$ cat config.mk
export PLATFORM = sky130hd
export DESIGN_NAME = spi_pwm_config_flat
export DESIGN_NICKNAME = d
export VERILOG_FILES = /design/src/rtl/spi_pwm_config_if.sv /design/src/rtl/spi_pwm_config.sv /design/src/flat_wrapper.sv
export SDC_FILE = /design/constraint.sdc
export NUM_CORES = 1
export LEC_CHECK = 0
export BUFFER_PORTS_ARGS = -buffer_cell sky130_fd_sc_hd__buf_2
export CAP_MARGIN = 20
export CORE_MARGIN = 4
export CORE_UTILIZATION = 50
export DETAILED_ROUTE_END_ITERATION = 10
export PLACE_DENSITY = 0.78
export SKIP_CTS_REPAIR_TIMING = 1
export SYNTH_ARGS = -nofsm -noshare
export SYNTH_HDL_FRONTEND = slang
export SYNTH_SLANG_ARGS = --single-unit
export TNS_END_PERCENT = 30
$ cat constraint.sdc
create_clock -name clk -period 1.8 [get_ports clk]
set_input_delay 0 -clock clk [delete_from_list [all_inputs] [get_ports clk]]
set_output_delay 0 -clock clk [all_outputs]
set_load 0.01 [all_outputs]
$ cat src/rtl/spi_pwm_config_if.sv
// SPI pin bundle between an external controller and the PWM configuration target.
// Pins: sclk (idle low, mode 0), copi (MSB first), ncs (active low), cipo.
interface spi_pwm_config_if;
    logic sclk;
    logic copi;
    logic ncs;
    logic cipo;

    modport master (
        output sclk,
        output copi,
        output ncs,
        input  cipo
    );

    modport slave (
        input  sclk,
        input  copi,
        input  ncs,
        output cipo
    );
endinterface

$ cat src/rtl/spi_pwm_config.sv
// SPI write target holding the five PWM configuration bytes, synchronised into clk.
// Optional feature: define SPI_READBACK_EN to shift the addressed register out on cipo during read frames.
module spi_pwm_config #(
    parameter int unsigned MAX_ADDR = 4
) (
    input  logic                clk,
    input  logic                rst_n,
    spi_pwm_config_if.slave     spi,
    output logic [7:0]          en_reg_out_7_0,
    output logic [7:0]          en_reg_out_15_8,
    output logic [7:0]          en_reg_pwm_7_0,
    output logic [7:0]          en_reg_pwm_15_8,
    output logic [7:0]          pwm_duty_cycle,
    output logic                wr_strobe
);

    localparam int unsigned FRAME_BITS = 16;
    localparam int unsigned CNT_W      = 5;
    localparam int unsigned ADDR_W     = 7;
    localparam int unsigned DATA_W     = 8;
    localparam int unsigned NUM_REGS   = 5;
    localparam int unsigned IDX_W      = $clog2(NUM_REGS);
    localparam int unsigned HDR_BITS   = 8;

    localparam logic [CNT_W-1:0]  CNT_FULL = CNT_W'(FRAME_BITS);
    localparam logic [CNT_W-1:0]  CNT_OVR  = CNT_W'(FRAME_BITS + 1);
    localparam logic [ADDR_W-1:0] ADDR_MAX = ADDR_W'(MAX_ADDR);
    localparam logic [ADDR_W-1:0] ADDR_LIM = ADDR_W'(NUM_REGS);

    typedef enum logic [1:0] {
        ST_IDLE,
        ST_SHIFT,
        ST_COMMIT
    } state_e;

    state_e                state_q, state_d;
    logic [2:0]            sclk_sync_q, sclk_sync_d;
    logic [2:0]            ncs_sync_q, ncs_sync_d;
    logic [1:0]            copi_sync_q, copi_sync_d;
    logic [FRAME_BITS-1:0] shift_q, shift_d;
    logic [CNT_W-1:0]      cnt_q, cnt_d;
    logic [DATA_W-1:0]     regs_q [NUM_REGS];
    logic [DATA_W-1:0]     regs_d [NUM_REGS];
    logic                  wr_strobe_q, wr_strobe_d;

    logic                  sclk_rise_c;
    logic                  ncs_fall_c;
    logic                  ncs_rise_c;
    logic                  copi_bit_c;
    logic                  frm_write_c;
    logic [ADDR_W-1:0]     frm_addr_c;
    logic [DATA_W-1:0]     frm_data_c;
    logic                  frm_addr_ok_c;
    logic [IDX_W-1:0]      frm_idx_c;

    // Synchroniser chains; the third stage on sclk and ncs feeds edge detection.
    always_comb begin
        sclk_sync_d = {sclk_sync_q[1:0], spi.sclk};
        ncs_sync_d  = {ncs_sync_q[1:0],  spi.ncs};
        copi_sync_d = {copi_sync_q[0],   spi.copi};
    end

    assign sclk_rise_c = sclk_sync_q[1] & ~sclk_sync_q[2];
    assign ncs_fall_c  = ~ncs_sync_q[1] &  ncs_sync_q[2];
    assign ncs_rise_c  =  ncs_sync_q[1] & ~ncs_sync_q[2];
    assign copi_bit_c  = copi_sync_q[1];

    assign frm_write_c   = shift_q[FRAME_BITS-1];
    assign frm_addr_c    = shift_q[FRAME_BITS-2:DATA_W];
    assign frm_data_c    = shift_q[DATA_W-1:0];
    assign frm_addr_ok_c = (frm_addr_c <= ADDR_MAX) && (frm_addr_c < ADDR_LIM);
    assign frm_idx_c     = frm_addr_c[IDX_W-1:0];

    // Frame FSM: capture bits between ncs edges, commit only exact-length mapped writes.
    always_comb begin
        state_d     = state_q;
        shift_d     = shift_q;
        cnt_d       = cnt_q;
        regs_d      = regs_q;
        wr_strobe_d = 1'b0;

        case (state_q)
            ST_IDLE: begin
                if (ncs_fall_c) begin
                    state_d = ST_SHIFT;
                    shift_d = '0;
                    cnt_d   = '0;
                end
            end
            ST_SHIFT: begin
                if (sclk_rise_c) begin
                    shift_d = {shift_q[FRAME_BITS-2:0], copi_bit_c};
                    if (cnt_q != CNT_OVR) begin
                        cnt_d = cnt_q + CNT_W'(1);
                    end
                end
                if (ncs_rise_c) begin
                    state_d = ST_COMMIT;
                end
            end
            ST_COMMIT: begin
                if ((cnt_q == CNT_FULL) && frm_write_c && frm_addr_ok_c) begin
                    regs_d[frm_idx_c] = frm_data_c;
                    wr_strobe_d       = 1'b1;
                end
                state_d = ST_IDLE;
            end
            default: begin
                state_d = ST_IDLE;
            end
        endcase
    end

    always_ff @(posedge clk or negedge rst_n) begin
        if (!rst_n) begin
            state_q     <= ST_IDLE;
            sclk_sync_q <= 3'b000;
            ncs_sync_q  <= 3'b111;
            copi_sync_q <= 2'b00;
            shift_q     <= '0;
            cnt_q       <= '0;
            wr_strobe_q <= 1'b0;
            for (int i = 0; i < int'(NUM_REGS); i++) begin
                regs_q[i] <= '0;
            end
        end else begin
            state_q     <= state_d;
            sclk_sync_q <= sclk_sync_d;
            ncs_sync_q  <= ncs_sync_d;
            copi_sync_q <= copi_sync_d;
            shift_q     <= shift_d;
            cnt_q       <= cnt_d;
            wr_strobe_q <= wr_strobe_d;
            for (int i = 0; i < int'(NUM_REGS); i++) begin
                regs_q[i] <= regs_d[i];
            end
        end
    end

    assign en_reg_out_7_0  = regs_q[0];
    assign en_reg_out_15_8 = regs_q[1];
    assign en_reg_pwm_7_0  = regs_q[2];
    assign en_reg_pwm_15_8 = regs_q[3];
    assign pwm_duty_cycle  = regs_q[4];
    assign wr_strobe       = wr_strobe_q;

`ifdef SPI_READBACK_EN
    localparam logic [CNT_W-1:0] CNT_HDR = CNT_W'(HDR_BITS);

    logic              cipo_q, cipo_d;
    logic [DATA_W-1:0] rd_shift_q, rd_shift_d;
    logic              sclk_fall_c;
    logic [ADDR_W-1:0] rd_addr_c;
    logic              rd_addr_ok_c;
    logic [DATA_W-1:0] rd_load_c;

    assign sclk_fall_c  = ~sclk_sync_q[1] & sclk_sync_q[2];
    // After 8 rising edges the header (R/W + address) sits in the low byte of the shift register.
    assign rd_addr_c    = shift_q[ADDR_W-1:0];
    assign rd_addr_ok_c = (rd_addr_c <= ADDR_MAX) && (rd_addr_c < ADDR_LIM);
    assign rd_load_c    = (!shift_q[HDR_BITS-1] && rd_addr_ok_c) ? regs_q[rd_addr_c[IDX_W-1:0]] : '0;

    always_comb begin
        cipo_d     = cipo_q;
        rd_shift_d = rd_shift_q;
        if ((state_q != ST_SHIFT) || ncs_sync_q[1]) begin
            cipo_d     = 1'b0;
            rd_shift_d = '0;
        end else if (sclk_fall_c) begin
            if (cnt_q == CNT_HDR) begin
                cipo_d     = rd_load_c[DATA_W-1];
                rd_shift_d = {rd_load_c[DATA_W-2:0], 1'b0};
            end else if ((cnt_q > CNT_HDR) && (cnt_q < CNT_FULL)) begin
                cipo_d     = rd_shift_q[DATA_W-1];
                rd_shift_d = {rd_shift_q[DATA_W-2:0], 1'b0};
            end else begin
                cipo_d = 1'b0;
            end
        end
    end

    always_ff @(posedge clk or negedge rst_n) begin
        if (!rst_n) begin
            cipo_q     <= 1'b0;
            rd_shift_q <= '0;
        end else begin
            cipo_q     <= cipo_d;
            rd_shift_q <= rd_shift_d;
        end
    end

    assign spi.cipo = cipo_q;
`else
    assign spi.cipo = 1'b0;
`endif

endmodule

$ cat src/flat_wrapper.sv
// flat-port wrapper written by rule: the top's interface ports become plain ports
module spi_pwm_config_flat 
#(
    parameter int unsigned MAX_ADDR = 4
)
  (clk, rst_n, en_reg_out_7_0, en_reg_out_15_8, en_reg_pwm_7_0, en_reg_pwm_15_8, pwm_duty_cycle, wr_strobe, spi_sclk, spi_copi, spi_ncs, spi_cipo);
  spi_pwm_config_if spi_i ();
  input  logic clk;
  input  logic rst_n;
  output logic [7:0] en_reg_out_7_0;
  output logic [7:0] en_reg_out_15_8;
  output logic [7:0] en_reg_pwm_7_0;
  output logic [7:0] en_reg_pwm_15_8;
  output logic [7:0] pwm_duty_cycle;
  output logic wr_strobe;
  input wire logic [$bits(spi_i.sclk)-1:0] spi_sclk;
  input wire logic [$bits(spi_i.copi)-1:0] spi_copi;
  input wire logic [$bits(spi_i.ncs)-1:0] spi_ncs;
  output wire logic [$bits(spi_i.cipo)-1:0] spi_cipo;
  assign spi_i.sclk = spi_sclk;
  assign spi_i.copi = spi_copi;
  assign spi_i.ncs = spi_ncs;
  assign spi_cipo = spi_i.cipo;
  spi_pwm_config #(.MAX_ADDR(MAX_ADDR)) u_core (.clk(clk), .rst_n(rst_n), .spi(spi_i), .en_reg_out_7_0(en_reg_out_7_0), .en_reg_out_15_8(en_reg_out_15_8), .en_reg_pwm_7_0(en_reg_pwm_7_0), .en_reg_pwm_15_8(en_reg_pwm_15_8), .pwm_duty_cycle(pwm_duty_cycle), .wr_strobe(wr_strobe));
endmodule
==> results.sh <==
export IMPL_yosysWarnings=0
export IMPL_total_leakage_power_nw=1.932
export IMPL_synth_seq_cells=72
export IMPL_power_switching_share_pct=24.21
export IMPL_netlist_top_cell_by_area="sky130_fd_sc_hd__dfrtp_1"
export IMPL_port_buffers=45
export IMPL_cts_tree="yes"
export IMPL_syn_cell_area_sq_um=2925
export IMPL_dp_hpwl_microns=4032
export IMPL_p_sw_mw=0.8153
export IMPL_crit_path_top_delay_cell="sky130_fd_sc_hd__dfrtp_1"
export IMPL_crit_path_start="u_core.cnt_q[1]$_DFFE_PN0P_"
export IMPL_drv_slew=0
export IMPL_grt_setup_unrepaired="true"
export IMPL_start_util_pct=52.48
export IMPL_h_tree_depth=3
export IMPL_pwr_share_seq_pct=51.5
export IMPL_cell_internal_pwr_mw=2.553
export IMPL_synth_yosys_seq_area_share_pct=61.72
export IMPL_skew_ns=0.006921
export IMPL_mappedNetlistNets=227
export IMPL_std_cell_rows=27
export IMPL_preCtsSetupSlack_ns=-0.04687
export IMPL_clkPwrFrac_pct=39.5
export IMPL_worst_hold_slack_ns=0.2044
export IMPL_synth_edff_count=0
export IMPL_fin_nets=299
export IMPL_synthTopCellsByArea="sky130_fd_sc_hd__dfrtp_1, sky130_fd_sc_hd__mux2_2, sky130_fd_sc_hd__nand3_1"
export IMPL_place_gp_congestion=0.7178
export IMPL_most_common_cell_after_layout_fill_and_taps_aside="sky130_fd_sc_hd__dfrtp_1"
export IMPL_syn_avg_cell_area_sq_um=13.36
export IMPL_floorplan_die_height_microns=84.49
export IMPL_antenna_found_initial=0
export IMPL_startpoint_type="flop"
export IMPL_via_count=2020
export IMPL_tritoncts_num_sinks=72
export IMPL_maximum_number_of_pins_on_one_net_before_global_route_repair=73
export IMPL_final_cell_mix="sky130_fd_sc_hd__dfrtp_1, sky130_fd_sc_hd__buf_2, sky130_fd_sc_hd__mux2_2, sky130_fd_sc_hd__nand2_1, sky130_fd_sc_hd__nand3_1"
export IMPL_cts_root_to_sink_buffers=2
export IMPL_arrival_time_worst_endpoint_ns=2.02
export IMPL_power_per_cell_area_nw_per_um2=918.7
export IMPL_routed_wire_length_per_instance_microns=16.22
export IMPL_placeableCoreArea_sq_um=5574
export IMPL_cap_viol_max_count=0
export IMPL_die_footprint_sq_um=7139
export IMPL_yosysUniqueCellTypes=34
export IMPL_proportion_of_register_bits_with_asynchronous_set_or_reset_after_synthesis_pct=100.0
export IMPL_route_detailed_drc=0
export IMPL_finalWorstPathRequiredPeriod_ns=1.777
export IMPL_globalRoute_totalOverflow=0
export IMPL_syn_instance_count=219
export IMPL_clk_pin_slew_ns=0.07
export IMPL_boundaryPins=47
export IMPL_netlist_area_leader_share_pct=59.02
export IMPL_irDropWorstVdd_mv=0.8859
export IMPL_cpMostUsedCell="sky130_fd_sc_hd__buf_4"
export IMPL_postRouteAntennaNets=0
export IMPL_outcome="finished, final reports clean"
export IMPL_drt_total_wl_microns=5969
export IMPL_num_antenna_cells=0
export IMPL_timing_hold_worst_class="primary input to asynchronous set/reset pin"
export IMPL_final_setup_worst_slack_ns=0.02294
export IMPL_critical_path_max_fanout=6
export IMPL_insertion_delay_ns=0.35
export IMPL_grt_first_pass_wirelength_microns=9825
export IMPL_tritoncts_num_buffers=9
export IMPL_max_stage_delay_ns=0.41
export IMPL_pwr_share_comb_pct=9.0
export IMPL_via_per_inst=5.489
export IMPL_flow_area_growth_from_synthesis_pct=25.32
export IMPL_post_route_cells_drive_above_1_share_pct=46.28
export IMPL_postSynth_topFlopCell="sky130_fd_sc_hd__dfrtp_1"
export IMPL_worstPathRequired_ns=2.04
export IMPL_grt_pass1_vias=2031
export IMPL_crit_type="flop to flop"
export IMPL_grtUsageTotal_pct=17.63
export IMPL_critical_path_cell_chain="inv_2 -> ha_1 -> nor4bb_2 -> buf_4 -> nand4_2 -> buf_4 -> mux2_2"
export IMPL_crit_reg2reg_launch="u_core.cnt_q[1]$_DFFE_PN0P_"
export IMPL_critical_path_endpoint_type="flop"
export IMPL_timing_reg2reg_worst_path_depth=7
export IMPL_hold_viol=0
export IMPL_achievable_frequency_ghz=0.5627
export IMPL_timing_final_crit_share_pct=98.73
export IMPL_dieWidth_microns=84.49
export IMPL_clock_root_buffer="sky130_fd_sc_hd__clkbuf_8"
export IMPL_drt_first_pass_iters=4
export IMPL_setup_violations_final=0
export IMPL_starting_drt_drc_count=109
==> flip-flops by register name, indices dropped and copies added, names as in the netlist <==
| signal | count |
|---|---|
| u_core.cnt_q | 5 |
| u_core.state_q | 2 |
| u_core.en_reg_out_7_0 | 8 |
| u_core.en_reg_out_15_8 | 8 |
| u_core.en_reg_pwm_15_8 | 8 |
| u_core.sclk_sync_q | 3 |
| u_core.ncs_sync_q | 3 |
| u_core.en_reg_pwm_7_0 | 8 |
| u_core.wr_strobe | 1 |
| u_core.shift_q | 16 |
| u_core.copi_sync_q | 2 |
| u_core.pwm_duty_cycle | 8 |
==> worst max-delay path: cells and delay by family, from the launching register on <==
| kind | cells | cell delay (ns) |
|---|---|---|
| buffers and inverters | 3 | 0.49 |
| adder cells (fa/ha/maj) | 1 | 0.13 |
| flip-flops | 1 | 0.41 |
| AND/OR/NAND/NOR | 2 | 0.37 |
| multiplexers | 1 | 0.27 |
==> layout make-up <==
| cell class | instances | area [sq um] |
|---|---|---|
| fill | 421 | 1908 |
| sequential | 72 | 1805 |
| timing repair buffer | 70 | 455.4 |
| clock inverter | 4 | 51.30 |
| tap | 72 | 90.09 |
| inverter | 3 | 11.26 |
| multi-input combinational | 135 | 1087 |
| clock buffer | 12 | 165.2 |
==> stage by stage <==
step / total power, mW / area, sq um / TNS [ns] / utilization, % / cells
6_report: 3.368 / 3666 / 0 / 65.77 / 368
5_1_grt: 3.518 / 3666 / -0.3433 / 65.77 / 368
4_1_cts: 3.372 / 3580 / -0.8811 / 64.22 / 362
3_5_place_dp: 2.031 / 3363 / -0.5900 / 60.34 / 346
3_3_place_gp: 2.020 / 3363 / 0 / 60.34 / 346
2_1_floorplan: 1.900 / 2925 / 0 / - / 219
==> logic make-up after synthesis <==
logic type	Yosys count	share of synthesized area [%]
other	1	0.1282
AOI/OAI and AO/OA	24	4.577
adders and majority gates	3	1.283
buffers and inverters	12	1.924
DFF	72	61.72
and+or+nand+nor	65	14.29
muxes	42	16.08
==> cell usage after synthesis (2+ instances only) <==
cell type and instances:
sky130_fd_sc_hd__nand4_2 5, sky130_fd_sc_hd__dfrtp_1 69, sky130_fd_sc_hd__o21ai_0 17, sky130_fd_sc_hd__or4_1 2, sky130_fd_sc_hd__ha_1 3, sky130_fd_sc_hd__mux2i_1 2
sky130_fd_sc_hd__o211ai_1 3, sky130_fd_sc_hd__nor4bb_1 2, sky130_fd_sc_hd__mux2_2 40, sky130_fd_sc_hd__buf_2 5, sky130_fd_sc_hd__inv_1 3, sky130_fd_sc_hd__nand3_1 18
sky130_fd_sc_hd__nand2_1 22, sky130_fd_sc_hd__nor3b_1 4, sky130_fd_sc_hd__nand4bb_1 2, sky130_fd_sc_hd__dfstp_2 3, sky130_fd_sc_hd__a21oi_1 2
==> final timing paths <==
check / endpoint / slack (ns)
worst max register to register: u_core.pwm_duty_cycle[2]$_DFFE_PN0P_ / 0.02
max in group asynchronous: u_core.ncs_sync_q[0]$_DFF_PN1_ / 1.28
worst min register to register: u_core.copi_sync_q[1]$_DFF_PN0_ / 0.35
worst max-delay path: u_core.pwm_duty_cycle[2]$_DFFE_PN0P_ / 0.02
min in group clk: u_core.copi_sync_q[0]$_DFF_PN0_ / 0.29
worst min-delay path: u_core.state_q[1]$_DFFE_PN0P_ / 0.20
==> power groups by stage <==
stage	sequential (mW)	combinational, mW	clock, mW
after floorplan	1.75	0.148	0
after global placement	1.76	0.262	0
after detailed placement	1.76	0.271	0
after CTS	1.73	0.274	1.37
after global routing	1.74	0.340	1.44
final	1.73	0.302	1.33
==> routing by layer <==
| metal | vias to the layer above | track usage, % | part of all wire, % |
|---|---|---|---|
| met5 | - | 0 | 0 |
| met4 | 0 | 7.770 | 2.4 |
| met3 | 15 | 5.005 | 6.0 |
| met2 | 59 | 28.11 | 48 |
| met1 | 1012 | 22.46 | 43 |
| li1 | 934 | - | - |
Power figures use the tool's default switching activity.
